`config.mk`:
```
export PLATFORM = sky130hd
export DESIGN_NAME = fifo_rd_packer_flat
export DESIGN_NICKNAME = d
export VERILOG_FILES = /design/src/rtl/fifo_rd_pkg.sv /design/src/rtl/fifo_rd_packer_if.sv /design/src/rtl/fifo_rd_idle_timer.sv /design/src/rtl/fifo_rd_packer.sv /design/src/flat_wrapper.sv
export SDC_FILE = /design/constraint.sdc
export NUM_CORES = 1
export LEC_CHECK = 0
export BUFFER_PORTS_ARGS = -buffer_cell sky130_fd_sc_hd__buf_2
export CAP_MARGIN = 20
export CORE_MARGIN = 8
export CORE_UTILIZATION = 55
export CTS_BUF_LIST = sky130_fd_sc_hd__clkbuf_2 sky130_fd_sc_hd__clkbuf_4 sky130_fd_sc_hd__clkbuf_8
export DETAILED_ROUTE_END_ITERATION = 8
export GPL_TIMING_DRIVEN = 0
export PLACE_DENSITY = 0.89
export SYNTH_ARGS = -nofsm -noshare
export SYNTH_HDL_FRONTEND = slang
export SYNTH_HIERARCHICAL = 1
export SYNTH_SLANG_ARGS = --single-unit
export TNS_END_PERCENT = 20
```
`constraint.sdc`:
```
create_clock -name rclk -period 1.9 [get_ports rclk]
set_input_delay 0.38 -clock rclk [delete_from_list [all_inputs] [get_ports rclk]]
set_output_delay 0.38 -clock rclk [all_outputs]
set_load 0.02 [all_outputs]
```
`src/rtl/fifo_rd_pkg.sv`:
```
// Shared constants and helpers for the async-FIFO read-side packer.
package fifo_rd_pkg;

  localparam int DATASIZE_DEF = 8;
  localparam int PACK_DEF     = 2;
  localparam int PACK_MAX     = 8;

  // Width of a counter that must hold 0..pack inclusive.
  function automatic int cnt_width(input int pack);
    return $clog2(pack + 1);
  endfunction

  function automatic logic [PACK_MAX-1:0] keep_mask(input int n);
    logic [PACK_MAX-1:0] m;
    m = '0;
    for (int i = 0; i < PACK_MAX; i++) begin
      if (i < n) m[i] = 1'b1;
    end
    return m;
  endfunction

endpackage

```
`src/rtl/fifo_rd_packer_if.sv`:
```
// FIFO read port plus packed output stream of fifo_rd_packer.
interface fifo_rd_packer_if
  import fifo_rd_pkg::*;
#(
  parameter int DATASIZE = DATASIZE_DEF,
  parameter int PACK     = PACK_DEF
);
  // rinc pops the show-ahead head word on any rclk edge where it is high (never while rempty).
  // A beat transfers on an rclk edge with out_valid && out_ready; out_data/out_keep hold while stalled.
  logic                     rempty;
  logic [DATASIZE-1:0]      rdata;
  logic                     rinc;
  logic                     flush;
  logic [DATASIZE*PACK-1:0] out_data;
  logic [PACK-1:0]          out_keep;
  logic                     out_valid;
  logic                     out_ready;

  modport master (
    input  rempty, rdata, flush, out_ready,
    output rinc, out_data, out_keep, out_valid
  );

  modport slave (
    output rempty, rdata, flush, out_ready,
    input  rinc, out_data, out_keep, out_valid
  );
endinterface

```
`src/rtl/fifo_rd_idle_timer.sv`:
```
// Idle counter that asks for a flush after TIMEOUT quiet cycles with a partial beat.
module fifo_rd_idle_timer #(
  parameter int TIMEOUT = 15
) (
  input  logic clk,
  input  logic rst,
  input  logic inc,
  input  logic clr,
  output logic hit
);
  localparam int             W     = $clog2(TIMEOUT + 1);
  localparam logic [W-1:0]   LIMIT = W'(TIMEOUT);

  logic [W-1:0] count;

  // Saturates at LIMIT so a stalled output cannot wrap the counter.
  always_ff @(posedge clk) begin
    if (rst || clr) begin
      count <= '0;
    end else if (inc && count != LIMIT) begin
      count <= count + W'(1);
    end
  end

  assign hit = (count == LIMIT);
endmodule

```
`src/rtl/fifo_rd_packer.sv`:
```
// Pops words from the async FIFO and packs PACK of them into one valid/ready beat.
// Optional idle auto-flush is compiled in with RD_PACK_TIMEOUT_EN.
module fifo_rd_packer
  import fifo_rd_pkg::*;
#(
  parameter int DATASIZE = DATASIZE_DEF,
  parameter int PACK     = PACK_DEF,
  parameter int TIMEOUT  = 15
) (
  input  logic             rclk,
  input  logic             rrst,
  fifo_rd_packer_if.master bus
);
  localparam int               CNT_W    = cnt_width(PACK);
  localparam logic [CNT_W-1:0] CNT_FULL = CNT_W'(PACK);

  logic [PACK-1:0][DATASIZE-1:0] asm_q;
  logic [PACK-1:0][DATASIZE-1:0] beat_data;
  logic [CNT_W-1:0]              cnt;
  logic [CNT_W-1:0]              cnt_next;
  logic                          flush_pend;
  logic                          flush_pend_next;
  logic                          has_words;
  logic                          pop;
  logic                          move;
  logic                          flush_req;
  logic                          timeout_hit;

  assign has_words = (cnt != '0);
  assign move      = (cnt == CNT_FULL || (flush_pend && has_words)) &&
                     (!bus.out_valid || bus.out_ready);
  // A full assembly register may still pop when it empties into the output this cycle.
  assign pop       = !rrst && !bus.rempty && !flush_pend && (cnt != CNT_FULL || move);
  assign bus.rinc  = pop;

  always_comb begin
    cnt_next = cnt;
    if (move) begin
      cnt_next = pop ? CNT_W'(1) : '0;
    end else if (pop) begin
      cnt_next = cnt + CNT_W'(1);
    end
  end

  // A flush only sticks if words remain after this edge, so no empty beat is ever made.
  assign flush_req       = bus.flush || timeout_hit;
  assign flush_pend_next = (flush_req && cnt_next != '0) || (flush_pend && !move);

  always_comb begin
    beat_data = '0;
    for (int i = 0; i < PACK; i++) begin
      if (i < int'(cnt)) beat_data[i] = asm_q[i];
    end
  end

  always_ff @(posedge rclk) begin
    if (rrst) begin
      asm_q         <= '0;
      cnt           <= '0;
      flush_pend    <= 1'b0;
      bus.out_valid <= 1'b0;
      bus.out_data  <= '0;
      bus.out_keep  <= '0;
    end else begin
      cnt        <= cnt_next;
      flush_pend <= flush_pend_next;
      for (int i = 0; i < PACK; i++) begin
        if (pop && (move ? (i == 0) : (int'(cnt) == i))) asm_q[i] <= bus.rdata;
      end
      if (move) begin
        bus.out_data  <= beat_data;
        bus.out_keep  <= PACK'(keep_mask(int'(cnt)));
        bus.out_valid <= 1'b1;
      end else if (bus.out_ready) begin
        bus.out_valid <= 1'b0;
      end
    end
  end

`ifdef RD_PACK_TIMEOUT_EN
  fifo_rd_idle_timer #(
    .TIMEOUT (TIMEOUT)
  ) u_idle_timer (
    .clk (rclk),
    .rst (rrst),
    .inc (has_words && !pop && !flush_pend),
    .clr (pop || move),
    .hit (timeout_hit)
  );
`else
  logic unused_timeout;
  assign unused_timeout = (TIMEOUT > 0);
  assign timeout_hit    = 1'b0;
`endif

endmodule
```
`src/flat_wrapper.sv`:
```
// flat-port wrapper written by rule: the top's interface ports become plain ports
module fifo_rd_packer_flat import fifo_rd_pkg::*;
#(
  parameter int DATASIZE = DATASIZE_DEF,
  parameter int PACK     = PACK_DEF,
  parameter int TIMEOUT  = 15
)
  (rclk, rrst, bus_rempty, bus_rdata, bus_flush, bus_out_ready, bus_rinc, bus_out_data, bus_out_keep, bus_out_valid);
  fifo_rd_packer_if #(.DATASIZE(DATASIZE), .PACK(PACK)) bus_i ();
  input  logic rclk;
  input  logic rrst;
  input wire logic [$bits(bus_i.rempty)-1:0] bus_rempty;
  input wire logic [$bits(bus_i.rdata)-1:0] bus_rdata;
  input wire logic [$bits(bus_i.flush)-1:0] bus_flush;
  input wire logic [$bits(bus_i.out_ready)-1:0] bus_out_ready;
  output wire logic [$bits(bus_i.rinc)-1:0] bus_rinc;
  output wire logic [$bits(bus_i.out_data)-1:0] bus_out_data;
  output wire logic [$bits(bus_i.out_keep)-1:0] bus_out_keep;
  output wire logic [$bits(bus_i.out_valid)-1:0] bus_out_valid;
  assign bus_i.rempty = bus_rempty;
  assign bus_i.rdata = bus_rdata;
  assign bus_i.flush = bus_flush;
  assign bus_i.out_ready = bus_out_ready;
  assign bus_rinc = bus_i.rinc;
  assign bus_out_data = bus_i.out_data;
  assign bus_out_keep = bus_i.out_keep;
  assign bus_out_valid = bus_i.out_valid;
  fifo_rd_packer #(.DATASIZE(DATASIZE), .PACK(PACK), .TIMEOUT(TIMEOUT)) u_core (.rclk(rclk), .rrst(rrst), .bus(bus_i));
endmodule
```
After elaboration in Yosys (flattened, before gate mapping)
Cells that the tools add are included.

Output and inout bits: 20. Bits in registers: 38. Input bits: 13.

Reduce and logical (&&, ||, !) cells: 22. Order comparisons: 2. Mux-type cells: 11. Equality and inequality tests: 3. Add/sub/neg operators: 1.

Operator list (number): $mux 8 (2); $logic_and 1x1->1 (9); $mux 1 (7); $reduce_bool 2->1 (3); $logic_not 1->1 (5); $eq 2x2->1 const B (2); $logic_or 1x1->1 (4); $lt 1x2->1 const A (2); $mux 2 (2); $add 2x1->2 const B (1); $logic_not 2->1 (1); $ne 2x2->1 const B (1).

Longest topological paths before layout
Depth after elaboration: 11. Mapped depth: 7. Gate-level depth less buffers: 6.

Least setup slack after synthesis
Ideal clock, no wire load.

Kind: input to output. Start point: input port bus_rempty. End point: output port bus_rinc. Stages on the path: 3. Arrival time: 1.304 ns. Path slack: 0.216 ns. Required time: 1.520 ns. Path through: or3_1 clkbuf_1 a21oi_1.

Word-level cells in the longest chain between the ends: 4.

Ends and longest elaborated chain: from (decl) (line flat_wrapper.sv:12) `input wire logic [$bits(bus_i.rempty)-1:0] bus_rempty;`; $logic_not 1->1 (line fifo_rd_packer.sv:33) `assign pop = !rrst && !bus.rempty && !flush_pend && (cnt != CNT_FULL || move);`; $logic_and 1x1->1 (3 in series) (line fifo_rd_packer.sv:33); to (decl) (line flat_wrapper.sv:16) `output wire logic [$bits(bus_i.rinc)-1:0] bus_rinc;`.

Every way passes these cells.

Worst setup path in the final report
Start point: register u_core.flush_pend. End point: output port bus_rinc.

Word-level cells in the longest chain between the ends: 5. Elaborated cells on any way between the ends: 7.

Ends and longest elaborated chain: from (decl) (line fifo_rd_packer.sv:21) `logic flush_pend;`; from (signal assigned) (line fifo_rd_packer.sv:66) `flush_pend <= flush_pend_next;`; $logic_and 1x1->1 (line fifo_rd_packer.sv:30) `assign move = (cnt == CNT_FULL || (flush_pend && has_words)) &&`; $logic_or 1x1->1 (line fifo_rd_packer.sv:30); $logic_and 1x1->1 (line fifo_rd_packer.sv:30); $logic_or 1x1->1 (line fifo_rd_packer.sv:33); $logic_and 1x1->1 (*) (line fifo_rd_packer.sv:33).

Mark *: on every way between the ends. The rest lies on a longest branch, timed or not.

==> results.ini <==
[synthesis]
synth-simple-area-share = 0.203
synth_fa_ha_area_frac = 0.0236
postSynthAreaPerCell_um2 = 8.89
syn_area_mm2 = 0.00159
synth-main-ff-cell = dfxtp_1
ys_warn_count = 6
synth-seq-area-share = 0.478
ys_types = 30
synth_top_cell_area_share = 0.478
muxShareOfSynthArea = 0.0645
syn_nets = 195
ys_async_sr_fraction = 0
synth_enable_flop_cells = 0
syn_inst = 179
synth-xor-area-share = 0
ys_ff_latch = 38
synth_top_family_by_area = simple AND/OR/NAND/NOR gates
yosysTopAreaCell = dfxtp_1
synth_compound_area_frac = 0.184
synth.area.top_cells = dfxtp_1 48%, a21oi_1 8.8%, nand3_1 5.3%

[power_and_ir_drop]
power_w = 0.00157
power.leakage_nw = 0.783
powerDensity_mw_per_mm2 = 821
ir_drop_v = 0.000695

[cells_and_area]
instances_no_fill = 250
final_nets = 234
fin_area_mm2 = 0.00191
antenna_cells = 0
final_common_cell = dfxtp_1
synthToLayoutAreaGrowth_pct = 19.7
layout_common_cells = 36 x dfxtp_1, 34 x buf_2, 28 x a21oi_1
drive_gt1_frac = 0.256

[clock_tree]
clkSlewWorstSetupHoldPaths_ps = 110
cts_made_buffers = 5
cts.htree.levels = 2
cts_sinks = 38
hold_buffers = 0
cts.root.buffer_cell = clkbuf_4
insertion_delay_ps = 330
cts_buffer_depth = 2
cts_tree = done

[sta]
rsz0062_at_grt = true
slew-limit-headroom = 0.597
drv_slew = 0
setup_viol = 0
layout_setup_ws_ps = 28.2
hold_viol_final = 0
tightest_slew_ps = 600
timing.fmax_ghz = 0.534
fin_worst_skew_ps = 3.97
period_share = 0.985
hold-worst-slack_ps = 292
fin_crit_ps = 1870

[placement]
dpl_cell_area_mm2 = 0.00179
port_buffers = 32
dp.cells = 242
gp_congestion = 0.827
place_hpwl_mm = 2.70
pre_cts_slack_ps = 67.8

[setup_path]
worstSetupPathType = flip-flop to output port
cp.required_ps = 1520
cp-start-kind = flip-flop
max_stage_delay_ps = 390
endpoint_kind = output port
crit_chain = or3_4 -> buf_8 -> a21oi_1 -> buf_4
cp.arrival_ps = 1490
worstPathMaxFanout = 10
slowest_stage = dfxtp_4

[route]
routed_via_density = 5.57
drt_iter0_markers = 103
vias = 1393
wl_per_cell_um = 15.1
wl_met3_um = 262
wl_met2_mm = 1.76
drtPass1Iterations = 4
drt-met1-wl_mm = 1.70
antenna_left = 0
route.detailed.drc = 0
drt-total-wl_mm = 3.77
top_layer_used = met4

[grt]
track_usage = 0.154
grt_pass1_wl_mm = 6.31
grt_max_degree = 12
gr-total-overflow = 0
grt_pass1_vias = 1393
antenna_found_initial = 0

[floorplanning]
dieArea_mm2 = 0.00487
design.core.area_mm2 = 0.00276
initial_core_util = 0.577
row_count = 19
io_pins = 33
die_w_um = 69.8
die_h_um = 69.8

[run_status]
status = complete, no violations

[run]
cap_violations = 0

[min_path]
hp-class = input pin to flip-flop

-- Yosys cell counts (2+ instances only) --
cell type / count
buf_4: 2
nor2b_1: 2
inv_1: 3
nand3b_1: 8
o21ai_1: 2
o21ai_0: 9
buf_2: 3
a21oi_1: 28
o211ai_1: 2
nor2_1: 11
nand2b_1: 3
nand3_1: 17
mux2i_1: 8
nand2_1: 20
clkbuf_1: 5
a211oi_1: 3
dfxtp_1: 38
ha_1: 3
-- per-stage QoR --
step | TNS [ps] | utilization
floorplan | 0 | -
global placement | 0 | 0.649
detailed placement | 0 | 0.649
CTS | 0 | 0.687
global route | -28.6 | 0.691
finish | 0 | 0.691
-- sequential cells by signal, indices dropped and copies added (netlist names) --
signal,cells
u_core/flush_pend,1
u_core/asm_q,16
u_core/cnt,2
u_core/bus.out_valid,1
u_core/bus.out_data,16
u_core/bus.out_keep,2
-- layer usage --
| layer | global-route usage | vias to the layer above |
|---|---|---|
| met5 | 0 | - |
| met4 | 0.0469 | 0 |
| met3 | 0.0629 | 6 |
| met2 | 0.248 | 44 |
| met1 | 0.183 | 641 |
| li1 | - | 702 |
-- final timing paths --
path,start,endpoint,slack [ps],cells past startpoint
max,u_core/flush_pend,bus_rinc,30,4
min reg2reg,u_core/bus.out_data[2],u_core/bus.out_data[2],450,2
max reg2reg,u_core/cnt[0],u_core/asm_q[7],200,7
min,bus_rdata[7],u_core/asm_q[15],290,3
-- logic make-up after synthesis --
kind of cell	count (synthesis)
flip-flops	38
adder cells (fa/ha/maj)	3
AND/OR/NAND/NOR	65
buffers and inverters	15
multiplexers	9
AO/OA/AOI/OAI	49
-- power by group --
group / internal, W / switching [W] / leakage [nW] / total (W)
Sequential: 0.000815 / 0.0000141 / 0.309 / 0.000829
Clock: 0.000308 / 0.000254 / 0.0463 / 0.000562
Combinational: 0.0000690 / 0.000105 / 0.428 / 0.000174
Total: 0.00119 / 0.000373 / 0.783 / 0.00157
-- critical path, delay by kind of cell, from the launching register on --
| family | cells | cell delay, ps |
|---|---|---|
| DFF | 1 | 390 |
| buffers and inverters | 2 | 300 |
| AOI/OAI and AO/OA | 1 | 110 |
| and+or+nand+nor | 1 | 360 |
-- timing repair --
item                                    CTS  global route
endpoints found under the hold margin     0             0
setup buffers                             0             0
gates resized for setup                   7             5
endpoints found under the setup margin    1             9
pin swaps                                 0             0
-- cell type report --
class / count / area, um2
Buffer: 12 / 75.1
Timing Repair Buffer: 32 / 163
Inverter: 3 / 11.3
Clock inverter: 1 / 30.0
Tap cell: 31 / 38.8
Sequential cell: 38 / 766
Clock buffer: 7 / 52.6
Multi-Input combinational cell: 126 / 769
Fill cell: 235 / 852
No activity file was read; power rests on OpenSTA's default activity.
